**src/rtl/arinc_rx_label_ctrl.sv**
```systemverilog
// ARINC429 receive label filter controller: arbitrates host label enables against incoming words,
// looks each word up in Label_Check and buffers enabled words in a show-ahead FIFO.
module arinc_rx_label_ctrl #(
    parameter int unsigned FIFO_DEPTH = 4,
    parameter int unsigned CNT_W      = 16
) (
    input  logic             Clk,
    input  logic             Rst,
    input  logic             Cfg_req,
    input  logic [7:0]       Cfg_label,
    output logic             Cfg_ack,
    input  logic             Rx_valid,
    input  logic [31:0]      Rx_word,
    output logic             Rx_ready,
    output logic             Lc_wr,
    output logic [7:0]       Lc_label_adr,
    output logic             Lc_rd,
    output logic [7:0]       Lc_label_in,
    input  logic             Lc_label_hit,
    output logic             Out_valid,
    output logic [31:0]      Out_word,
    input  logic             Out_rd,
    output logic             Fifo_full,
    output logic [CNT_W-1:0] Accept_cnt,
    output logic [CNT_W-1:0] Drop_cnt,
    output logic [CNT_W-1:0] Ovf_cnt
);

    localparam int unsigned PtrW = (FIFO_DEPTH > 1) ? $clog2(FIFO_DEPTH) : 1;
    localparam logic [PtrW:0] FullCnt = (PtrW + 1)'(FIFO_DEPTH);
    localparam logic [CNT_W-1:0] CntMax = '1;

    typedef enum logic [1:0] {
        StIdle,
        StWrite,
        StLookup,
        StDecide
    } state_e;

    state_e state_q, state_d;

    logic        cfg_next_q, cfg_next_d;
    logic [31:0] word_q, word_d;

    logic       lc_wr_q, lc_rd_q, cfg_ack_q;
    logic [7:0] lc_adr_q, lc_adr_d;
    logic [7:0] lc_lbl_q, lc_lbl_d;

    logic cfg_win, rx_win;
    logic hit_ok, miss, push, pop, ovf_evt;
    logic full, empty;

    logic [31:0]     mem_q [FIFO_DEPTH];
    logic [PtrW-1:0] wr_ptr_q, rd_ptr_q;
    logic [PtrW:0]   count_q;

    logic [CNT_W-1:0] acc_q, drop_q, ovf_q;

    // cfg_next_q set means config has priority on the next simultaneous request.
    always_comb begin
        cfg_win = 1'b0;
        rx_win  = 1'b0;
        if (state_q == StIdle) begin
            if (Cfg_req && (!Rx_valid || cfg_next_q)) begin
                cfg_win = 1'b1;
            end else if (Rx_valid) begin
                rx_win = 1'b1;
            end
        end
    end

    assign Rx_ready = (state_q == StIdle) && !cfg_win && !Rst;

    always_comb begin
        state_d    = state_q;
        cfg_next_d = cfg_next_q;
        word_d     = word_q;
        unique case (state_q)
            StIdle: begin
                if (cfg_win) begin
                    state_d    = StWrite;
                    cfg_next_d = 1'b0;
                end else if (rx_win) begin
                    state_d    = StLookup;
                    cfg_next_d = 1'b1;
                    word_d     = Rx_word;
                end
            end
            StWrite:  state_d = StIdle;
            StLookup: state_d = StDecide;
            StDecide: state_d = StIdle;
            default:  state_d = StIdle;
        endcase
    end

    // Label_Check strobes are registered so they coincide with WRITE / LOOKUP.
    always_comb begin
        lc_adr_d = cfg_win ? Cfg_label : 8'h00;
        lc_lbl_d = rx_win ? Rx_word[7:0] : 8'h00;
    end

    always_ff @(posedge Clk or posedge Rst) begin
        if (Rst) begin
            state_q    <= StIdle;
            cfg_next_q <= 1'b1;
            word_q     <= 32'h0;
            lc_wr_q    <= 1'b0;
            lc_rd_q    <= 1'b0;
            cfg_ack_q  <= 1'b0;
            lc_adr_q   <= 8'h00;
            lc_lbl_q   <= 8'h00;
        end else begin
            state_q    <= state_d;
            cfg_next_q <= cfg_next_d;
            word_q     <= word_d;
            lc_wr_q    <= cfg_win;
            lc_rd_q    <= rx_win;
            cfg_ack_q  <= cfg_win;
            lc_adr_q   <= lc_adr_d;
            lc_lbl_q   <= lc_lbl_d;
        end
    end

    assign Lc_wr        = lc_wr_q;
    assign Lc_rd        = lc_rd_q;
    assign Cfg_ack      = cfg_ack_q;
    assign Lc_label_adr = lc_adr_q;
    assign Lc_label_in  = lc_lbl_q;

    assign full  = (count_q == FullCnt);
    assign empty = (count_q == '0);

    // A pop in the DECIDE cycle frees a slot for the word being pushed.
    assign hit_ok  = (state_q == StDecide) && Lc_label_hit;
    assign miss    = (state_q == StDecide) && !Lc_label_hit;
    assign pop     = Out_rd && !empty;
    assign push    = hit_ok && (!full || pop);
    assign ovf_evt = hit_ok && full && !pop;

    always_ff @(posedge Clk) begin
        if (push) begin
            mem_q[wr_ptr_q] <= word_q;
        end
    end

    always_ff @(posedge Clk or posedge Rst) begin
        if (Rst) begin
            wr_ptr_q <= '0;
            rd_ptr_q <= '0;
            count_q  <= '0;
        end else begin
            if (push) begin
                wr_ptr_q <= wr_ptr_q + 1'b1;
            end
            if (pop) begin
                rd_ptr_q <= rd_ptr_q + 1'b1;
            end
            if (push && !pop) begin
                count_q <= count_q + 1'b1;
            end else if (pop && !push) begin
                count_q <= count_q - 1'b1;
            end
        end
    end

    assign Out_valid = !empty;
    assign Out_word  = mem_q[rd_ptr_q];
    assign Fifo_full = full;

    always_ff @(posedge Clk or posedge Rst) begin
        if (Rst) begin
            acc_q  <= '0;
            drop_q <= '0;
            ovf_q  <= '0;
        end else begin
            if (push && (acc_q != CntMax)) begin
                acc_q <= acc_q + 1'b1;
            end
            if (miss && (drop_q != CntMax)) begin
                drop_q <= drop_q + 1'b1;
            end
            if (ovf_evt && (ovf_q != CntMax)) begin
                ovf_q <= ovf_q + 1'b1;
            end
        end
    end

    assign Accept_cnt = acc_q;
    assign Drop_cnt   = drop_q;
    assign Ovf_cnt    = ovf_q;

endmodule

```
**config.mk**
```make
export PLATFORM = sky130hd
export DESIGN_NAME = arinc_rx_label_ctrl
export DESIGN_NICKNAME = d
export VERILOG_FILES = /design/src/rtl/arinc_rx_label_ctrl.sv
export SDC_FILE = /design/constraint.sdc
export NUM_CORES = 1
export LEC_CHECK = 0
export CORE_ASPECT_RATIO = 0.9
export CORE_MARGIN = 3
export CORE_UTILIZATION = 48
export DETAILED_ROUTE_END_ITERATION = 10
export PLACE_DENSITY = 0.76
export SYNTH_ARGS = -nofsm -noshare
export SYNTH_HDL_FRONTEND = slang
export SYNTH_SLANG_ARGS = --single-unit
```
**constraint.sdc**
```tcl
create_clock -name Clk -period 4.5 [get_ports Clk]
set_input_delay 0.9 -clock Clk [delete_from_list [all_inputs] [get_ports Clk]]
set_output_delay 0.9 -clock Clk [all_outputs]
set_load 0.005 [all_outputs]
```
Yosys cells after proc, flatten, opt, wreduce, memory -nomap -nowiden
Memories as Yosys holds them, arrays and structs flattened.
Cells that the tools add are included.
- register bits after elaboration: 108
- bits in writable memories: 128
- output and inout bits: 102
- word-level logic and storage cells: 77
- memories kept: 1
- add/sub/neg operators: 7
- equality and inequality tests: 8
- mux-type cells: 16
- bitwise logic cells: 1
- reduce and logical (&&, ||, !) cells: 31
- memories (memory ; depth ; bits a word ; rd ports ; clocked after Yosys merged registers in ; write ports ; RTL line ; text):
    mem_q ; 4 ; 32 ; 1 ; 0 ; 1 ; 53 ; logic [31:0] mem_q [FIFO_DEPTH];
- operator list (operator ; count):
    16-bit by 1-bit adder with 16-bit output (second input constant) ; 3
    16-bit inequality test (second input constant) ; 3
    8-bit two-way mux ; 2
    1-bit logical AND ; 14
    1-bit two-way mux ; 9
    1-bit zero test ; 8
    3-bit two-way mux ; 2
    2-bit one-hot mux with 3 select lines ; 1
    2-bit by 1-bit adder with 2-bit output (second input constant) ; 2
    2-bit == test (second input constant) ; 2
    2-bit two-way mux ; 2
    2-bit nonzero test ; 2
    3-bit by 1-bit adder with 3-bit output (second input constant) ; 1
    3-bit == test (second input constant) ; 1
    3-bit zero test ; 1
    3-bit inequality test (second input constant) ; 1
    3-bit AND reduction ; 1
    3-bit by 1-bit subtractor with 3-bit output (second input constant) ; 1
    2-bit by 1-bit == test with 1-bit output (second input constant) ; 1
    2-bit zero test ; 1
    1-bit logical OR ; 2
    2-bit AND reduction ; 1
    2-bit OR reduction ; 1
    1-bit inverter ; 1

Depth between registers and ports, before layout
- depth in word-level cells: 9
- gate-level depth with buffers: 10
- depth with buffers taken out: 9

Least setup slack after synthesis
No wires, ideal clock.
- kind: in2out
- start: input Rst
- end: output Rx_ready
- data arrival time: 3.576 ns
- data required time: 3.600 ns
- path slack: 0.024 ns
- cell stages on the path: 2
- buffers on the path: 0
- cell sequence: inv_1 and3_1
- longest elaborated chain between the ends: 2
- RTL lines (element ; RTL line ; text):
    start, declared ; 8 ; input logic Rst,
    1-bit zero test (no line) ; n/a ;
    1-bit logical AND ; 72 ; assign Rx_ready = (state_q == StIdle) && !cfg_win && !Rst;
    end, declared ; 14 ; output logic Rx_ready,
No other way between the ends.

Worst setup path after layout
- start: register rd_ptr_q[0]
- end: output Out_word[3]
- longest elaborated chain between the ends: 1
- RTL lines (element ; RTL line ; text):
    start, declared ; 54 ; logic [PtrW-1:0] wr_ptr_q, rd_ptr_q;
    start signal, assigned ; 156 ; rd_ptr_q <= rd_ptr_q + 1'b1;
    memory read 4 x 32 bit ; n/a ;
    end, declared ; 21 ; output logic [31:0] Out_word,
No other way between the ends.

==> key figures <==
Worst setup path
  • Critical Path RT: 3.60 ns
  • Critical Path Start Type: register
  • Critical Path Sink Type: output port
  • CP Launch Point: rd_ptr_q[0]$_DFFE_PP0N_
  • Worst Reg-to-Reg Cells: 7
  • CP arrival: 2.70 ns
  • CP Max Fanout: 17
  • CP Class: reg2out
  • Worst R2R Start: count_q[0]$_DFFE_PP0P_

Global route
  • Total global routing overflow: 0
  • Global routing met3 resource utilization: 0.03549
  • Met1 Track Usage GR: 0.2642
  • Global-route total usage across every layer: 0.1864
  • Largest net degree at the start of global routing: 60
  • Antenna violations before repair: 0
  • Vias in the first global route: 5848
  • Busiest metal layer after global routing: met2
  • Met2 GRT Util: 0.3092
  • First-pass GRT wire length: 31.27 mm

STA
  • Slew @ Worst Pin: 0.9503 ns
  • Peak Freq: 278.1 MHz
  • Final hold violations: 0
  • RSZ-0062 raised after global routing: false
  • Slew HR: 0.3616
  • Tmin final: 3.596 ns
  • Fin crit share: 0.7991
  • Pins Over Slew Limit: 0
  • PnR worst setup slack: 0.9040 ns
  • Final setup viols: 0
  • Clock Skew: 0.01195 ns
  • Setup TNS: 0 ns

Place
  • RD Place Congestion: 0.8472
  • Placed cell areas: 0.01100 sq mm
  • DP Worst Slack: 0.9631 ns
  • DP HPWL: 12.11 mm
  • Port Buffer Count: 147

Finish
  • P&R area growth vs syn: 27.19%
  • FILL cells: 1317
  • Fraction of layout cells with a size suffix above 1: 0.1250
  • Cell area after layout: 0.01176 sq mm
  • N_diodes: 0
  • Layout Nets: 805

CTS
  • H-tree depth reported by CTS: 1
  • CTS Buf Count: 24
  • Longest Clk Path Bufs: 3
  • Cts hold-fix bufs: 0
  • Clk sink count: 236
  • Clock latency on the worst-skew pair: 0.51 ns
  • CTS tree: yes
  • Post-CTS Setup Inserts: 0
  • Clock root buffer: clkbuf_16
  • CTS resizes: 0
  • Clock-pin transition on the worst setup and hold timing paths: 0.06 ns

Worst hold path
  • Worst hold start: Ovf_cnt[7]$_DFFE_PP0P_
  • Hold Crit Depth: 1
  • Min-delay worst type: reg2reg

Synth
  • Top_reg_cell synth: edfxtp_1
  • Mapped Cells: 589
  • Cell area after synthesis: 0.009248 sq mm
  • Yosys cell types: 49
  • Synth Warn #: 0
  • Number of synthesized flops with an enable pin: 128
  • Register area share after synthesis: 0.7080
  • Async SR Flop Fraction: 0.4576
  • Yosys reg bits: 236
  • Syn Nets: 644
  • Synthesized area per cell: 15.70 sq um

Floorplan
  • Core Area: 0.01864 sq mm
  • Die Width: 152.3 microns
  • Row cnt: 47
  • Io pins: 148
  • Die height: 137.7 microns
  • Die area: 0.02097 sq mm
  • Initial Util: 0.4961

Detailed routing
  • Via density: 5.447
  • DRT iter0 DRCs: 303
  • DRC violations left: 0
  • DRT Pass-1 Iters: 4
  • DRT Wirelength: 19.41 mm
  • Via count: 5518
  • Final antenna-violating net count: 0
  • DR WL/cell: 19.16 microns

Power
  • VDD IR max: 0.0002902 V
  • Total chip power: 6568 uW
  • PwrDens: 558.4 mW/mm^2
  • Pleak: 0.004636 uW

Job
  • Max-cap violation count: 0

Status
  • Status: finished clean
[cell usage in the layout (no fill, tap or decap), drive strengths merged, types with 2 or more instances in the layout]
| cell | instances |
|---|---|
| o21a | 2 |
| nor3 | 11 |
| mux4 | 32 |
| o2111ai | 4 |
| buf | 6 |
| nor4 | 9 |
| nand2b | 3 |
| nand2 | 85 |
| a21o | 8 |
| clkinv | 15 |
| and4 | 6 |
| or3 | 2 |
| mux2 | 7 |
| xor2 | 15 |
| nand4 | 18 |
| inv | 10 |
| o31ai | 3 |
| and3 | 15 |
| ha | 8 |
| edfxtp | 128 |
| nand3 | 18 |
| a31oi | 4 |
| and2 | 20 |
| a21oi | 4 |
| nor2 | 11 |
| nand3b | 2 |
| bufinv | 2 |
| clkbuf | 26 |
| dfrtp | 107 |
| o21ai | 6 |
| xnor2 | 23 |
| clkdlybuf4s50 | 147 |
[power breakdown]
part	switching, uW	total, uW	leakage, uW	internal, uW
clock network	806	1900	0.000379	1100
registers	404	3170	0.00258	2760
logic	602	1500	0.00168	894
[sequential cells by signal (all words and copies together), names as in the netlist]
signal,cells
state_q,2
Lc_label_adr,8
Lc_label_in,8
rd_ptr_q,2
Drop_cnt,16
mem_q,128
wr_ptr_q,2
Cfg_ack,1
Lc_rd,1
Accept_cnt,16
word_q,32
Ovf_cnt,16
count_q,3
cfg_next_q,1
[stage by stage]
step	util	instances	hold slack, ns
2_1_floorplan	-	589	0.4722
3_3_place_gp	0.5900	969	0.4821
3_5_place_dp	0.5900	969	0.5049
4_1_cts	0.6310	1013	0.5204
5_1_grt	0.6310	1013	0.5377
6_report	0.6310	1013	0.5149
[synthesized netlist by cell type, types with 4 or more instances]
master	number	area, sq um
nor3_1	9	45.04
dfrtp_1	107	2678
a21o_1	8	60.06
and3_1	11	68.82
a31oi_1	4	25.02
clkbuf_1	11	41.29
mux2_2	4	45.04
xor2_1	15	131.4
mux4_2	32	720.7
nand2_1	85	319.1
and2_1	20	125.1
inv_1	10	37.54
o2111ai_1	4	35.03
o21ai_0	5	25.02
nand4_1	18	112.6
and3_2	4	30.03
nand3_1	18	90.09
xnor2_1	23	201.4
a21oi_1	4	20.02
ha_1	8	100.1
edfxtp_1	128	3844
nor2_1	11	41.29
nor4_1	6	37.54
and4_1	6	52.55
[logic make-up after synthesis]
kind of cell | Yosys count | share of synthesized area
flip-flops | 236 | 0.7080
AND/OR/NAND/NOR | 205 | 0.1181
multiplexers | 40 | 0.08754
XOR/XNOR | 38 | 0.03599
AO/OA/AOI/OAI | 33 | 0.02435
buffers and inverters | 28 | 0.01299
adder cells (fa/ha/maj) | 9 | 0.01299
[final cells by class]
cell class	instances	area, sq um	area share
timing repair buffer	153	1516	0.1289
sequential	236	6550	0.5569
clock inverter	18	156.4	0.01330
multi-input combinational	325	2585	0.2198
tap	245	306.5	0.02606
clock buffer	26	608.1	0.05170
inverter	10	40.04	0.003404
[final timing paths]
path | endpoint | slack [ns]
worst max-delay path | Out_word[3] | 0.90
worst min-delay path | Ovf_cnt[7]$_DFFE_PP0P_ | 0.51
worst max register to register | count_q[1]$_DFFE_PP0P_ | 1.86
worst min register to register | Ovf_cnt[7]$_DFFE_PP0P_ | 0.51
max in group asynchronous | rd_ptr_q[0]$_DFFE_PP0N_ | 2.29
min in group asynchronous | Drop_cnt[15]$_DFFE_PP0P_ | 0.94
[critical path, cell delays in order (launching register included)]
cell             delay (ns)
dfrtp_2                0.73
buf_4                  0.42
mux4_2                 0.56
clkdlybuf4s50_1        0.47
[routing by layer]
layer | share of wire | routed length, microns
met5 | 0 | 0
met3 | 0.060 | 1174
met4 | 0.016 | 309
met2 | 0.48 | 9261
met1 | 0.45 | 8661
Power figures use the tool's default switching activity.
==> variant 1, RTL diff (config.mk and constraints unchanged) <==
Make the reset (`Rst`) synchronous in 3 clocked blocks.
--- a/src/rtl/arinc_rx_label_ctrl.sv
+++ b/src/rtl/arinc_rx_label_ctrl.sv
@@ -99,7 +99,7 @@
         lc_lbl_d = rx_win ? Rx_word[7:0] : 8'h00;
     end
 
-    always_ff @(posedge Clk or posedge Rst) begin
+    always_ff @(posedge Clk) begin
         if (Rst) begin
             state_q    <= StIdle;
             cfg_next_q <= 1'b1;
@@ -143,7 +143,7 @@
         end
     end
 
-    always_ff @(posedge Clk or posedge Rst) begin
+    always_ff @(posedge Clk) begin
         if (Rst) begin
             wr_ptr_q <= '0;
             rd_ptr_q <= '0;
@@ -167,7 +167,7 @@
     assign Out_word  = mem_q[rd_ptr_q];
     assign Fifo_full = full;
 
-    always_ff @(posedge Clk or posedge Rst) begin
+    always_ff @(posedge Clk) begin
         if (Rst) begin
             acc_q  <= '0;
             drop_q <= '0;
Behaviour: differs if Rst is asserted again (counterexample within 4 cycles, from zero or initial values and one cycle with Rst high); with Rst held inactive, the same outputs for 10 cycles.
==> variant 1 against the unedited design <==
- sequential cell count grew 2
- count of clock-buffer cells in the layout rose by 6
- design area is 0.53% lower
- synthesized area up 0.54%
- maximum frequency is 11% higher
- worst setup slack improved by 0.34 ns
- routed wire length is 2.1% higher
- die area rose by 0.52%
- via count grew 13%
Power is not compared: it rests on default switching activity, and its combinational part moved more than twofold at a synthesized area within 25%.
==> variant 1: results (changes against the unedited design) <==
stage;metric;value;unit;change
run_status;outcome;finished, final reports clean;;unchanged
timing;worstMarginPinSlew;1.13;ns;was 0.950 ns
finish;fillers;1430;;was 1317
clocking;cts-resized-gates;0;;unchanged
setup_path;reg2reg_slack;1.98;ns;was 1.86 ns
pwr;p_leak;0.00385;uW;
route;wl;19800;um;was 19400 um
clocking;post_cts_buffers;0;;unchanged
clocking;clockBufferDepth;3;;unchanged
synth;synth_common_cells;128 x edfxtp_1, 110 x dfxtp_1, 71 x nand2_1;;was 128 x edfxtp_1, 107 x dfrtp_1, 85 x nand2_1
finish;insertedDiodeCount;0;;unchanged
setup_path;worstReg2RegStart;Drop_cnt[0]$_SDFFE_PP0P_;;was count_q[0]$_DFFE_PP0P_
global_routing;grt_pass1_wl;31600;um;was 31300 um
placed_design;hpwl;12600;um;was 12100 um
global_routing;antenna_found_initial;1;;was 0
synth;syn_nets;757;;was 644
route;drtIter0Drc;310;;was 303
finish;top_regs;mem_q x128, word_q x32;;unchanged
clocking;htreeDepth;1;;unchanged
route;avgViaCountPerCell;5.62;;was 5.45
global_routing;grt_start_max_net_pins;94;;was 60
global_routing;grt_pass1_vias;5942;;was 5848
setup_path;crit_end;Rx_ready;;was Out_word[3]
setup_path;critPathArrivalTime;2.35;ns;was 2.70 ns
synth;synthXorXnorAreaFrac;0.00471;;was 0.0360
worst_hold_path;hold_class;flip-flop to flip-flop;;unchanged
clocking;path_clk_slew;0.05;ns;
setup_path;r2r-end;Drop_cnt[7]$_SDFFE_PP0P_;;was count_q[1]$_DFFE_PP0P_
finish;nNetsFinal;897;;was 805
timing;clock_skew;0.0148;ns;was 0.0119 ns
placed_design;io_buffers;147;;unchanged
setup_path;startpoint;Rx_valid;;was rd_ptr_q[0]$_DFFE_PP0N_
setup_path;reg2reg_depth;5;;was 7
route;dr.pass1.iters;5;;was 4
synth;synth.area.top_cells;edfxtp_1 41%, dfxtp_1 24%, mux4_2 7.8%;;was edfxtp_1 42%, dfrtp_1 29%, mux4_2 7.8%
setup_path;critPathMaxFanout;3;;was 17
placed_design;place_congestion;0.768;;was 0.847
placed_design;postPlaceCellArea;11000;um2;about the same
synth;synthMuxAreaShare;0.0955;;was 0.0875
synth;synthDistinctLibCells;53;;was 49
global_routing;grt_usage;0.181;;was 0.186
finish;drive_gt1_frac;0.100;;was 0.125
synth;ys_seq_area_frac;0.650;;was 0.708
synth;synth-adder-area-share;0.0129;;was 0.0130
synth;synth_compound_area_frac;0.0708;;was 0.0244
clocking;numCtsBuffers;25;;was 24
synth;yosys_warnings;0;;unchanged
synth;async_reset_ff_frac;0;;was 0.458
clocking;clock_latency;0.52;ns;
variant 1: cell count changes after synthesis, moves of 10 or more:
| cell | before | now |
|---|---|---|
| dfxtp_1 | 0 | 110 |
| dfrtp_1 | 107 | 0 |
| a21oi_1 | 4 | 54 |
| xnor2_1 | 23 | 1 |
| nor2_1 | 11 | 26 |
| nand2_1 | 85 | 71 |
| nor2b_1 | 0 | 14 |
| or4_1 | 0 | 14 |
| clkbuf_1 | 11 | 24 |
| o31ai_1 | 3 | 14 |
| xor2_1 | 15 | 4 |
| or3_1 | 1 | 11 |
variant 1: metal layers:
metal | track usage | share of wire | routed length [um]
met3 | 0.0400 | 0.065 | 1290
met5 | 0 | 0.00066 | 13
met1 | 0.253 | 0.43 | 8620
met4 | 0.0459 | 0.024 | 480
met2 | 0.291 | 0.48 | 9420
variant 1: worst min path at each step:
stage | from | to | slack, ns | cells after the start
2_1_floorplan | cfg_next_q$_SDFFE_PP1P_ | cfg_next_q$_SDFFE_PP1P_ | 0.43 | 2
6_report | cfg_next_q$_SDFFE_PP1P_ | cfg_next_q$_SDFFE_PP1P_ | 0.46 | 2
3_3_place_gp | cfg_next_q$_SDFFE_PP1P_ | cfg_next_q$_SDFFE_PP1P_ | 0.46 | 2
5_1_grt | cfg_next_q$_SDFFE_PP1P_ | cfg_next_q$_SDFFE_PP1P_ | 0.50 | 2
3_5_place_dp | cfg_next_q$_SDFFE_PP1P_ | cfg_next_q$_SDFFE_PP1P_ | 0.46 | 2
4_1_cts | cfg_next_q$_SDFFE_PP1P_ | cfg_next_q$_SDFFE_PP1P_ | 0.47 | 2
variant 1: per-stage QoR:
stage	total power (uW)	util	worst slack (ns)	std cells
floorplan	2780	-	1.70	702
global placement	3080	0.587	1.14	1060
detailed placement	3100	0.587	1.08	1060
CTS	4920	0.626	1.22	1105
global route	5050	0.626	1.17	1105
finish	4860	0.626	1.25	1105
variant 1: layout make-up:
| type | instances | share of cell area |
|---|---|---|
| clock buffer | 32 | 0.0557 |
| clock inverter | 13 | 0.00642 |
| inverter | 16 | 0.00513 |
| multi-input combinational | 409 | 0.260 |
| sequential | 238 | 0.517 |
| tap | 245 | 0.0262 |
| timing repair buffer | 152 | 0.130 |
variant 1: worst max-delay path, stage by stage:
cell and delay, ns:
clkdlybuf4s50_1 0.48, inv_1 0.04, o21ai_0 0.26, and2_1 0.17, clkdlybuf4s50_1 0.49
variant 1: report_power, final:
group          switching (uW)  internal [uW]  total, uW
registers                72.7           2350       2420
logic                     241            376        617
clock network             799           1030       1820
total                    1110           3750       4860
==> variant 2, RTL diff (same settings) <==
Made on the original files. `FIFO_DEPTH`: 4 -> 2.
--- a/src/rtl/arinc_rx_label_ctrl.sv
+++ b/src/rtl/arinc_rx_label_ctrl.sv
@@ -1,7 +1,7 @@
 // ARINC429 receive label filter controller: arbitrates host label enables against incoming words,
 // looks each word up in Label_Check and buffers enabled words in a show-ahead FIFO.
 module arinc_rx_label_ctrl #(
-    parameter int unsigned FIFO_DEPTH = 4,
+    parameter int unsigned FIFO_DEPTH = 2,
     parameter int unsigned CNT_W      = 16
 ) (
     input  logic             Clk,
Check against the original RTL: not equivalent (Yosys sat finds a counterexample within 10 cycles, from zero or initial values and one cycle with Rst high).
==> variant 2 against the unedited design <==
- routed wire length shrank 24%
- final cell count shrank 14%
- synthesized area shrank 27%
- clock power shrank 26%
- first-iteration DRC count shrank 13%
- worst setup slack gained 0.39 ns
- design area shrank 23%
- critical path depth grew 2
- die area shrank 25%
- total power shrank 28%
- sequential cell count shrank 67
- count of clock-buffer cells in the layout shrank 6
- critical path type is now input port to output pin
==> variant 2: results (changes against the unedited design) <==
stage;metric;value;unit;change
finish;nNetsFinal;719;;was 805
synth;yosys_warnings;0;;unchanged
finish;insertedDiodeCount;0;;unchanged
placed_design;io_buffers;147;;unchanged
synth;synth_edf_count;64;;was 128
placed_design;hpwl;9910;um;was 12100 um
placed_design;place_congestion;0.883;;was 0.847
synth;async_reset_ff_frac;0.621;;was 0.458
global_routing;grt_usage;0.196;;was 0.186
synth;synthDistinctLibCells;47;;was 49
synth;ys_seq_area_frac;0.670;;was 0.708
global_routing;antenna_found_initial;0;;unchanged
route;vias;4600;;was 5518
clocking;numCtsBuffers;17;;was 24
global_routing;grt_pass1_vias;4790;;was 5848
clocking;cts-resized-gates;0;;unchanged
setup_path;critPathMaxFanout;2;;was 17
clocking;clock_latency;0.42;ns;was 0.51 ns
synth;synth.area.top_cells;dfrtp_1 38%, edfxtp_1 28%, mux2_2 6.0%;;was edfxtp_1 42%, dfrtp_1 29%, mux4_2 7.8%
worst_hold_path;hold_class;flip-flop to flip-flop;;unchanged
setup_path;max_stage_delay;0.49;ns;was 0.73 ns
clocking;path_clk_slew;0.06;ns;about the same
pwr;vdd_drop_max;0.000309;V;was 0.000290 V
setup_path;critPathSlowestCell;clkdlybuf4s50_1;;was dfrtp_2
run_status;outcome;finished, final reports clean;;unchanged
setup_path;critPathArrivalTime;2.31;ns;was 2.70 ns
clocking;clockBufferDepth;2;;was 3
route;wl;14800;um;was 19400 um
synth;syn_nets;563;;was 644
finish;top_regs;mem_q x64, word_q x32;;was mem_q x128, word_q x32
clocking;cts_root_buf;clkbuf_16;;unchanged
route;drtIter0Drc;265;;was 303
route;dr.pass1.iters;4;;unchanged
clocking;post_cts_buffers;0;;unchanged
timing;clock_skew;0.00777;ns;was 0.0119 ns
finish;drive_gt1_frac;0.125;;about the same
global_routing;grt_start_max_net_pins;62;;was 60
synth;synth_top_flop_cell;dfrtp_1;;was edfxtp_1
synth;synth_common_cells;104 x dfrtp_1, 93 x nand2_1, 64 x edfxtp_1;;was 128 x edfxtp_1, 107 x dfrtp_1, 85 x nand2_1
timing;relSlewSlack;0.295;;was 0.362
pwr;p_leak;0.00388;uW;was 0.00464 uW
clocking;htreeDepth;4;;was 1
global_routing;grt_pass1_wl;24400;um;was 31300 um
[variant 2: metrics by stage]
step           worst slack [ns]  area (um2)  cells  hold slack [ns]  utilization
6_report                   1.29        9040    871            0.464        0.664
4_1_cts                    1.29        9040    871            0.467        0.664
2_1_floorplan            0.0914        6800    513            0.442            -
3_5_place_dp               1.27        8480    839            0.455        0.623
5_1_grt                    1.23        9040    871            0.474        0.664
3_3_place_gp               1.31        8480    839            0.446        0.623
[variant 2: worst paths after layout]
check                                       startpoint  slack [ns]  cells past startpoint                   endpoint
worst max-delay path                          Rx_valid        1.29                      5                   Rx_ready
worst min-delay path            word_q[13]$_DFFE_PP0P_        0.46                      0     mem_q[1][13]$_DFFE_PP_
worst max register to register  Ovf_cnt[0]$_DFFE_PP0P_        2.14                      6     Ovf_cnt[1]$_DFFE_PP0P_
worst min register to register  word_q[13]$_DFFE_PP0P_        0.46                      0     mem_q[1][13]$_DFFE_PP_
max in group asynchronous                          Rst        2.25                      4   Drop_cnt[15]$_DFFE_PP0P_
min in group asynchronous                          Rst        1.03                      3  Accept_cnt[6]$_DFFE_PP0P_
[variant 2: metal layers]
metal | share of wire | routed length [um] | global-route usage
met2 | 0.50 | 7410 | 0.320
met4 | 0.011 | 157 | 0.0610
met5 | 0 | 0 | 0
met3 | 0.063 | 934 | 0.0617
met1 | 0.43 | 6330 | 0.253
[variant 2: cell families after synthesis]
family | share of synthesized area
flops | 0.670
xor+xnor | 0.0554
simple gates | 0.170
fa+ha+maj | 0.00736
buf+inv | 0.0147
mux | 0.0619
compound gates | 0.0215
[variant 2: layout make-up]
cell class | instances | area (um2)
Fill cell | 1048 | 4570
Sequential cell | 169 | 4550
Multi-Input combinational cell | 322 | 2150
Timing Repair Buffer | 152 | 1510
Clock buffer | 20 | 437
Tap cell | 189 | 236
Clock inverter | 12 | 126
Inverter | 7 | 28.8
[variant 2: where the power goes]
part | internal [uW] | switching [uW] | leakage, uW
combinational | 627 | 463 | 0.00165
sequential | 1980 | 237 | 0.00196
clock | 816 | 580 | 0.000271
total | 3420 | 1280 | 0.00388
[variant 2: critical path: cells and delay by family]
| family | cells | cell delay, ns |
|---|---|---|
| compound gates | 1 | 0.22 |
| simple gates | 1 | 0.18 |
| buf+inv | 3 | 1.01 |
